[src/rtl/if_fetch_ctrl_pkg.sv]
// Shared constants for the instruction-fetch sequencer.
package if_fetch_ctrl_pkg;

    localparam logic [63:0] RESET_PC_DEFAULT = 64'h8000_0000;
    localparam logic [31:0] NOP_INSTR        = 32'h0000_0013;
    localparam logic [63:0] PC_STEP          = 64'd4;

    // Sequential fetch address; wraps modulo 2^64.
    function automatic logic [63:0] seq_pc(input logic [63:0] pc);
        return pc + PC_STEP;
    endfunction

endpackage

[src/rtl/if_fetch_ctrl_if.sv]
// Instruction-memory request/response bus (one outstanding request).
interface if_fetch_ctrl_if;

    logic        imem_req_valid;
    logic        imem_req_ready;
    logic [63:0] imem_req_addr;
    logic        imem_resp_valid;
    logic [31:0] imem_resp_data;

    modport master (
        output imem_req_valid,
        output imem_req_addr,
        input  imem_req_ready,
        input  imem_resp_valid,
        input  imem_resp_data
    );

    modport slave (
        input  imem_req_valid,
        input  imem_req_addr,
        output imem_req_ready,
        output imem_resp_valid,
        output imem_resp_data
    );

endinterface

[src/rtl/if_fetch_ctrl.sv]
// Instruction-fetch sequencer: owns the fetch PC, issues one request at a
// time, discards stale responses after a redirect and presents the fetched
// instruction to the IF/ID register.
module if_fetch_ctrl
    import if_fetch_ctrl_pkg::*;
#(
    parameter logic [63:0] RESET_PC = RESET_PC_DEFAULT
) (
    input  logic                   clk,
    input  logic                   rst_n,
    if_fetch_ctrl_if.master        imem,
    input  logic                   id_stall,
    input  logic                   redirect_valid,
    input  logic [63:0]            redirect_pc,
    input  logic                   redirect_trap,
    output logic [63:0]            if_pc,
    output logic [31:0]            if_instr,
    output logic                   if_valid,
    output logic                   if_time_set
);

    typedef enum logic [2:0] {
        S_IDLE,
        S_REQ,
        S_WAIT,
        S_DROP,
        S_HOLD
    } state_t;

    state_t      state;
    state_t      state_nxt;
    logic [63:0] fetch_pc;
    logic        trap_pend;
    logic        redir_take;
    logic        capture;
    logic        consume;

    // State register.
    always_ff @(posedge clk or negedge rst_n) begin
        if (!rst_n) begin
            state <= S_IDLE;
        end else begin
            state <= state_nxt;
        end
    end

    // Next-state decode; a redirect always wins over consumption or capture.
    always_comb begin
        state_nxt = state;
        unique case (state)
            S_IDLE: state_nxt = S_REQ;
            S_REQ: begin
                if (imem.imem_req_ready) begin
                    state_nxt = redirect_valid ? S_DROP : S_WAIT;
                end
            end
            S_WAIT: begin
                if (imem.imem_resp_valid) begin
                    state_nxt = redirect_valid ? S_REQ : S_HOLD;
                end else if (redirect_valid) begin
                    state_nxt = S_DROP;
                end
            end
            S_DROP: begin
                if (imem.imem_resp_valid) begin
                    state_nxt = S_REQ;
                end
            end
            S_HOLD: begin
                if (redirect_valid || !id_stall) begin
                    state_nxt = S_REQ;
                end
            end
            default: state_nxt = S_IDLE;
        endcase
    end

    // Request outputs and datapath strobes decoded from the current state.
    always_comb begin
        imem.imem_req_valid = (state == S_REQ);
        imem.imem_req_addr  = fetch_pc;
        redir_take          = redirect_valid && (state != S_IDLE);
        capture             = (state == S_WAIT) && imem.imem_resp_valid && !redirect_valid;
        consume             = (state == S_HOLD) && !redirect_valid && !id_stall;
    end

    // Fetch PC, pending trap flag and the registered IF/ID outputs.
    always_ff @(posedge clk or negedge rst_n) begin
        if (!rst_n) begin
            fetch_pc    <= RESET_PC;
            trap_pend   <= 1'b0;
            if_pc       <= RESET_PC;
            if_instr    <= '0;
            if_valid    <= 1'b0;
            if_time_set <= 1'b0;
        end else begin
            if (redir_take) begin
                fetch_pc <= redirect_pc;
            end else if (consume) begin
                fetch_pc <= seq_pc(fetch_pc);
            end

            if (redir_take) begin
                trap_pend <= redirect_trap;
            end else if (capture) begin
                trap_pend <= 1'b0;
            end

            if_valid <= (state_nxt == S_HOLD);
            if (capture) begin
                if_pc       <= fetch_pc;
                if_instr    <= imem.imem_resp_data;
                if_time_set <= trap_pend;
            end
        end
    end

endmodule

[src/flat_wrapper.sv]
// flat-port wrapper written by rule: the top's interface ports become plain ports
module if_fetch_ctrl_flat import if_fetch_ctrl_pkg::*;
#(
    parameter logic [63:0] RESET_PC = RESET_PC_DEFAULT
)
  (clk, rst_n, id_stall, redirect_valid, redirect_pc, redirect_trap, if_pc, if_instr, if_valid, if_time_set, imem_imem_req_valid, imem_imem_req_addr, imem_imem_req_ready, imem_imem_resp_valid, imem_imem_resp_data);
  if_fetch_ctrl_if imem_i ();
  input  logic clk;
  input  logic rst_n;
  input  logic id_stall;
  input  logic redirect_valid;
  input  logic [63:0] redirect_pc;
  input  logic redirect_trap;
  output logic [63:0] if_pc;
  output logic [31:0] if_instr;
  output logic if_valid;
  output logic if_time_set;
  output wire logic [$bits(imem_i.imem_req_valid)-1:0] imem_imem_req_valid;
  output wire logic [$bits(imem_i.imem_req_addr)-1:0] imem_imem_req_addr;
  input wire logic [$bits(imem_i.imem_req_ready)-1:0] imem_imem_req_ready;
  input wire logic [$bits(imem_i.imem_resp_valid)-1:0] imem_imem_resp_valid;
  input wire logic [$bits(imem_i.imem_resp_data)-1:0] imem_imem_resp_data;
  assign imem_imem_req_valid = imem_i.imem_req_valid;
  assign imem_imem_req_addr = imem_i.imem_req_addr;
  assign imem_i.imem_req_ready = imem_imem_req_ready;
  assign imem_i.imem_resp_valid = imem_imem_resp_valid;
  assign imem_i.imem_resp_data = imem_imem_resp_data;
  if_fetch_ctrl #(.RESET_PC(RESET_PC)) u_core (.clk(clk), .rst_n(rst_n), .imem(imem_i), .id_stall(id_stall), .redirect_valid(redirect_valid), .redirect_pc(redirect_pc), .redirect_trap(redirect_trap), .if_pc(if_pc), .if_instr(if_instr), .if_valid(if_valid), .if_time_set(if_time_set));
endmodule
[config.mk]
export PLATFORM = sky130hd
export DESIGN_NAME = if_fetch_ctrl_flat
export DESIGN_NICKNAME = d
export VERILOG_FILES = /design/src/rtl/if_fetch_ctrl_pkg.sv /design/src/rtl/if_fetch_ctrl_if.sv /design/src/rtl/if_fetch_ctrl.sv /design/src/flat_wrapper.sv
export SDC_FILE = /design/constraint.sdc
export NUM_CORES = 1
export LEC_CHECK = 0
export BUFFER_PORTS_ARGS = -buffer_cell sky130_fd_sc_hd__buf_2
export CORE_ASPECT_RATIO = 0.9
export CORE_UTILIZATION = 47
export CTS_BUF_LIST = sky130_fd_sc_hd__clkbuf_8
export DETAILED_ROUTE_END_ITERATION = 8
export HOLD_SLACK_MARGIN = 0.02
export PLACE_DENSITY = 0.78
export SYNTH_ARGS = -nofsm -noshare
export SYNTH_HDL_FRONTEND = slang
export SYNTH_SLANG_ARGS = --single-unit
[constraint.sdc]
create_clock -name clk -period 2.09 [get_ports clk]
set_clock_uncertainty 0.1 [all_clocks]
set_input_delay 0.3135 -clock clk [delete_from_list [all_inputs] [get_ports clk]]
set_output_delay 0.3135 -clock clk [all_outputs]
set_load 0.05 [all_outputs]
==> results by group, run 1 <==
Run status
  • Outcome: finished, violations left
  • Violated checks: design-rule violations, negative setup slack

Logic synthesis
  • Seq/Total Area, Yosys: 53.03%
  • Yosys reg bits: 166
  • Async S/R FF share, synth: 100.0%
  • Mapped Nets: 825
  • Post-Synthesis Cell Area: 7838 um2
  • Post-synth EDFFs: 0
  • Synthesis Warnings: 0
  • Unique cell type count in the Yosys netlist: 64
  • Synth Instances: 721
  • Ys flop type: dfrtp_1
  • Mean Syn Cell Area: 10.87 um2

CTS
  • Worst-skew pair later-pin latency: 0.47 ns
  • CTS tree: built
  • H-tree Lvls: 4
  • CTS max path bufs: 2
  • Clock Sinks: 166
  • CTS Root Cell: clkbuf_8
  • Worst-path clk slew: 0.10 ns
  • Cts bufs inserted: 17

Power
  • PD cells: 1452 nW/um2
  • VDD IR max: 1.052 mV
  • Combinational Power Share: 53.6%
  • Seq pwr share: 30.7%
  • Clock power share: 15.7%
  • Internal power: 8.586 mW
  • Sw frac: 50.33%
  • Static Leak: 5.614 nW
  • Switch Pwr: 8.699 mW

STA
  • Setup TNS: -1.259 ns
  • Worst slew margin: 65.32%
  • RSZ-0062 raised after global routing: true
  • Period utilization: 106.1%
  • Final Worst Setup Slack: -0.1272 ns
  • Count of final setup violators: 18
  • FMAX: 451.0 MHz
  • Final Hold Fails: 0
  • Fin crit period: 2.217 ns
  • Worst-margin pin slew: 0.5202 ns
  • Slew Viols, Final: 0

Detailed routing
  • # DRC: 82
  • First-pass DRT Iterations: 7
  • Vias: 7,758
  • Iteration-0 DRC Markers: 498
  • Routed len/inst: 18.69 um
  • Final ANT Viol Nets: 0
  • Via/cell ratio: 5.614
  • Post-Route WL: 25.82 mm

Floorplanning
  • Core Area: 16,240 um2
  • Die Wd: 138.1 um
  • Die area: 17,200 um2
  • Die Y: 124.5 um
  • Row count: 44
  • Starting density of the core: 48.26%
  • Io pins: 266

Placed design
  • GP Congestion: 0.8680
  • IO Port Bufs: 265
  • DP HPWL: 17.57 mm

Setup path
  • Crit path required time: 2.34 ns
  • CP Capture Type: flip-flop
  • Setup crit start kind: flip-flop
  • Worst path arrival time: 2.47 ns
  • Critical path class: reg -> reg
  • Worst-path maximum fanout: 4

Layout
  • Commonest non-fill, non-tap cell in the layout: buf_2
  • Layout Utilization: 73.30%
  • Final #Nets: 1,263
  • Proportion of layout cells with a drive suffix above 1: 53.33%
  • Fill cell count: 1,109
  • Most frequent cells in the layout: buf_2, dfrtp_1, buf_4, mux2_2, dlygate4sd3_1
  • Synthesis-to-finish area growth: 51.88%

Flow run
  • Max_cap viols: 0

GRT
  • Initial antenna violation count: 4
  • Gr usage total: 30.44%
  • Vias in the first global route: 7,826
  • Largest net degree at the start of global routing: 65
  • Remaining global-route overflow: 0
  • First-pass GRT wire length: 40.84 mm

Worst hold path
  • HP Class: in -> reg
power groups by stage:
stage	Combinational, mW	Sequential, mW	Clock (mW)
after floorplan	1.91	9.64	0
after global placement	8.80	5.22	0
after detailed placement	8.94	5.31	0
after CTS	9.11	5.25	2.76
after global routing	9.66	5.46	2.90
final	9.26	5.30	2.72
stage by stage:
step,instances,hold WS (ns),cell area [um2],setup slack [ns],power (mW)
final,1382,0.03558,11900,-0.1272,17.28
after global routing,1381,0.03128,11900,-0.2020,18.01
after CTS,1373,0.02051,11670,-0.08145,17.12
after detailed placement,1257,0.2055,10310,-0.1092,14.25
after global placement,1257,0.2087,10310,-0.07524,14.03
after floorplan,721,-0.08209,7996,-0.2345,11.55
Yosys cell counts (10+ instances only):
| cell | instances | area [um2] |
|---|---|---|
| dfrtp_1 | 164 | 4104 |
| mux2_2 | 91 | 1025 |
| nand2_1 | 73 | 274.0 |
| nor2_1 | 60 | 225.2 |
| nand3_1 | 33 | 165.2 |
| nand4_1 | 29 | 181.4 |
| o21ai_0 | 28 | 140.1 |
| clkbuf_1 | 27 | 101.4 |
| nor3_1 | 21 | 105.1 |
| a211oi_1 | 13 | 97.59 |
| a22oi_1 | 11 | 82.58 |
| a21oi_1 | 10 | 50.05 |
| o211ai_1 | 10 | 75.07 |
registers in the layout, indices dropped and copies added, names as in the netlist:
register                   count
u_core.imem.imem_req_addr     64
u_core.if_valid                1
u_core.state                   3
u_core.trap_pend               1
u_core.if_time_set             1
u_core.if_instr               32
u_core.if_pc                  64
path summary, 6_finish.rpt:
path                       slack [ns]  depth (start not counted)                                   endpoint                                     start
setup / recovery                -0.13                          6  u_core.imem.imem_req_addr[51]$_DFFE_PN0P_  u_core.imem.imem_req_addr[2]$_DFFE_PN0P_
hold / removal                   0.04                          3  u_core.imem.imem_req_addr[19]$_DFFE_PN0P_                           redirect_pc[19]
setup reg to reg                -0.13                          6  u_core.imem.imem_req_addr[51]$_DFFE_PN0P_  u_core.imem.imem_req_addr[2]$_DFFE_PN0P_
hold reg to reg                  0.39                          2               u_core.if_pc[59]$_DFFE_PN0P_              u_core.if_pc[59]$_DFFE_PN0P_
max in group asynchronous        0.96                          3  u_core.imem.imem_req_addr[28]$_DFFE_PN0P_                                     rst_n
min in group asynchronous        0.26                          2  u_core.imem.imem_req_addr[45]$_DFFE_PN0P_                                     rst_n
metal layers:
layer	global-route usage, %	up-vias	share of wire, %
met4	12.56	2	2.8
met5	0	-	0.062
li1	-	3544	-
met3	8.112	64	7.7
met2	50.96	375	48
met1	37.37	3773	41
kinds of logic (layout without fill, tap and decap cells):
family / count (synthesis) / count (layout) / synth area share [%]
other cells: 0 / 3 / 0
compound gates: 121 / 121 / 10.70
mux: 93 / 93 / 13.33
buf+inv: 52 / 503 / 2.937
xor+xnor: 12 / 12 / 1.341
simple gates: 276 / 276 / 18.50
fa+ha+maj: 1 / 1 / 0.1596
flops: 166 / 166 / 53.03
repair_timing:
action | 4_1_cts | 5_1_grt
gates resized for setup | 13 | 44
pin swaps | 18 | 32
hold endpoints to repair | 126 | 0
setup endpoints to repair | 20 | 44
buffers inserted | 5 | 7
gates cloned | 0 | 0
hold buffers | 79 | 0
critical path, stage by stage, from the launching register on:
cell and delay (ns):
dfrtp_2 0.41, nand4_1 0.16, or4_4 0.63, nor2_4 0.17, nand4_1 0.13, a21o_1 0.20, a221o_1 0.31
cell type report:
class | instances | area [um2] | share of cell area, %
Tap cell | 207 | 259.0 | 2.176
Inverter | 9 | 33.78 | 0.2838
Antenna cell | 3 | 7.507 | 0.06307
Multi-Input combinational cell | 503 | 3750 | 31.50
Clock buffer | 18 | 247.7 | 2.081
Clock inverter | 14 | 224.0 | 1.881
Sequential cell | 166 | 4218 | 35.43
Timing Repair Buffer | 462 | 3164 | 26.58
Note: power is estimated with default switching activity, not from simulation.
==> inputs of run 2 (changes only) <==
--- a/config.mk
+++ b/config.mk
@@ -15,3 +15,4 @@
 export SYNTH_ARGS = -nofsm -noshare
 export SYNTH_HDL_FRONTEND = slang
 export SYNTH_SLANG_ARGS = --single-unit
+export TNS_END_PERCENT = 5
==> results by group, run 2 (synthesized netlist as in run 1, its figures left out) <==
STA
  • Slew Viols, Final: 0
  • Worst slew margin: 69.09%
  • Final Hold Fails: 0
  • Final Worst Setup Slack: -0.07787 ns
  • Worst-margin pin slew: 0.4636 ns
  • Post-route worst hold slack: 0.04740 ns
  • Count of final setup violators: 7
  • Period utilization: 103.7%
  • FMAX: 461.3 MHz
  • Fin crit period: 2.168 ns
  • RSZ-0062 raised after global routing: true

Detailed routing
  • Iteration-0 DRC Markers: 578
  • # DRC: 43
  • First-pass DRT Iterations: 9
  • Final ANT Viol Nets: 0
  • Post-Route WL: 25.85 mm
  • Vias: 7,835
  • Via/cell ratio: 5.690
  • Routed len/inst: 18.77 um

Placed design
  • Pre-CTS WS: -0.1692 ns
  • Dpl cells: 1,257
  • IO Port Bufs: 265
  • GP Congestion: 0.8846
  • DP HPWL: 17.84 mm

Setup path
  • CP bufs+invs: 0
  • Critical path, cell by cell: nand4_1 -> or4_4 -> nor2_4 -> nand4_1 -> a21o_1 -> a221o_1
  • R2R cell count: 6
  • CP delay by family, top: simple AND/OR/NAND/NOR gates
  • Crit-path max cell delay: 0.60 ns
  • CP Capture Type: flip-flop
  • Crit path required time: 2.35 ns
  • Top cell by count, worst path: nand4_1
  • Worst path arrival time: 2.42 ns
  • Critical path class: reg -> reg
  • Setup crit start kind: flip-flop
  • Slowest cell on crit path: or4_4
  • WP depth: 6
  • Worst-path maximum fanout: 5

Power
  • Static Leak: 5.526 nW
  • VDD IR max: 0.9480 mV
  • PD cells: 1457 nW/um2

Layout
  • Non-filler cells, final: 1,377
  • Fill cell count: 1,141
  • Most frequent cells in the layout: buf_2, dfrtp_1, buf_4, mux2_2, dlygate4sd3_1
  • Synthesis-to-finish area growth: 48.91%
  • Register area: 4205 um2
  • Commonest non-fill, non-tap cell in the layout: buf_2
  • Multi-input gate area: 3617 um2
  • Final #Nets: 1,259
  • Proportion of layout cells with a drive suffix above 1: 50.34%

Worst hold path
  • HP Class: in -> reg
  • Worst Hold Depth: 3

GRT
  • Largest net degree at the start of global routing: 53
  • Initial antenna violation count: 2
  • Gr usage total: 30.64%
  • Vias in the first global route: 7,844
  • Remaining global-route overflow: 0
  • First-pass GRT wire length: 40.94 mm

Floorplanning
  • Starting density of the core: 48.26%
  • Die area: 17,200 um2
  • Die Wd: 138.1 um
  • Row count: 44
  • Die Y: 124.5 um
  • Core Area: 16,240 um2
  • Io pins: 266

CTS
  • CTS max path bufs: 2
  • CTS Root Cell: clkbuf_8
  • H-tree Lvls: 4
  • Worst-skew pair later-pin latency: 0.47 ns
  • CTS tree: built
  • Worst-path clk slew: 0.09 ns
  • Cts bufs inserted: 17
  • Clock Sinks: 166

Run status
  • Outcome: finished, violations left
  • Violated checks: design-rule violations, negative setup slack

Flow run
  • Max_cap viols: 0
==> run 2: cell type report <==
type / instances / share of cell area, %
Sequential cell: 166 / 36.03
Multi-Input combinational cell: 503 / 30.99
Timing Repair Buffer: 458 / 26.67
Clock buffer: 21 / 2.476
Tap cell: 207 / 2.219
Clock inverter: 11 / 1.276
Inverter: 9 / 0.2895
Antenna cell: 2 / 0.04288
==> run 2: where the power goes <==
part / switching [mW] / internal, mW
clock: 1.21 / 1.31
combinational: 6.65 / 2.60
sequential: 0.775 / 4.46
==> run 2: through the flow <==
stage	setup TNS, ns	utilization (%)	area [um2]	power, mW
6_report	-0.2438	71.86	11670	17.01
5_1_grt	-1.990	71.86	11670	17.73
4_1_cts	-0.1740	71.27	11570	16.91
3_5_place_dp	-0.7937	63.20	10260	14.23
3_3_place_gp	-0.1067	63.20	10260	14.04
2_1_floorplan	-2.769	-	7958	11.52
==> run 2: timing repair <==
item,CTS,global route
endpoints found under the hold margin,120,0
hold buffers,81,0
setup endpoints to repair,13,36
setup buffers,4,1
gates resized for setup,7,20
pin swaps,8,15
==> run 2: final timing paths <==
check                                                       endpoint  slack (ns)                                startpoint
max                        u_core.imem.imem_req_addr[51]$_DFFE_PN0P_       -0.08  u_core.imem.imem_req_addr[2]$_DFFE_PN0P_
min                        u_core.imem.imem_req_addr[18]$_DFFE_PN0P_        0.05                           redirect_pc[18]
max reg2reg                u_core.imem.imem_req_addr[51]$_DFFE_PN0P_       -0.08  u_core.imem.imem_req_addr[2]$_DFFE_PN0P_
min reg2reg                             u_core.if_pc[11]$_DFFE_PN0P_        0.40              u_core.if_pc[11]$_DFFE_PN0P_
max in group asynchronous               u_core.if_pc[31]$_DFFE_PN1P_        0.96                                     rst_n
min in group asynchronous               u_core.if_pc[56]$_DFFE_PN0P_        0.25                                     rst_n
==> run 2: routing by layer <==
layer / GRT usage [%] / wire length, um / up-vias
met3: 6.997 / 2088 / 84
met4: 15.53 / 947 / 0
li1: - / - / 3518
met1: 37.13 / 10320 / 3826
met2: 51.47 / 12500 / 407
met5: 0 / 0 / -
==> run 2: worst register-to-register path, stage by stage, from the launching register on <==
cell,delay (ns)
dfrtp_2,0.41
nand4_1,0.12
or4_4,0.60
nor2_4,0.19
nand4_1,0.15
a21o_1,0.19
a221o_1,0.28
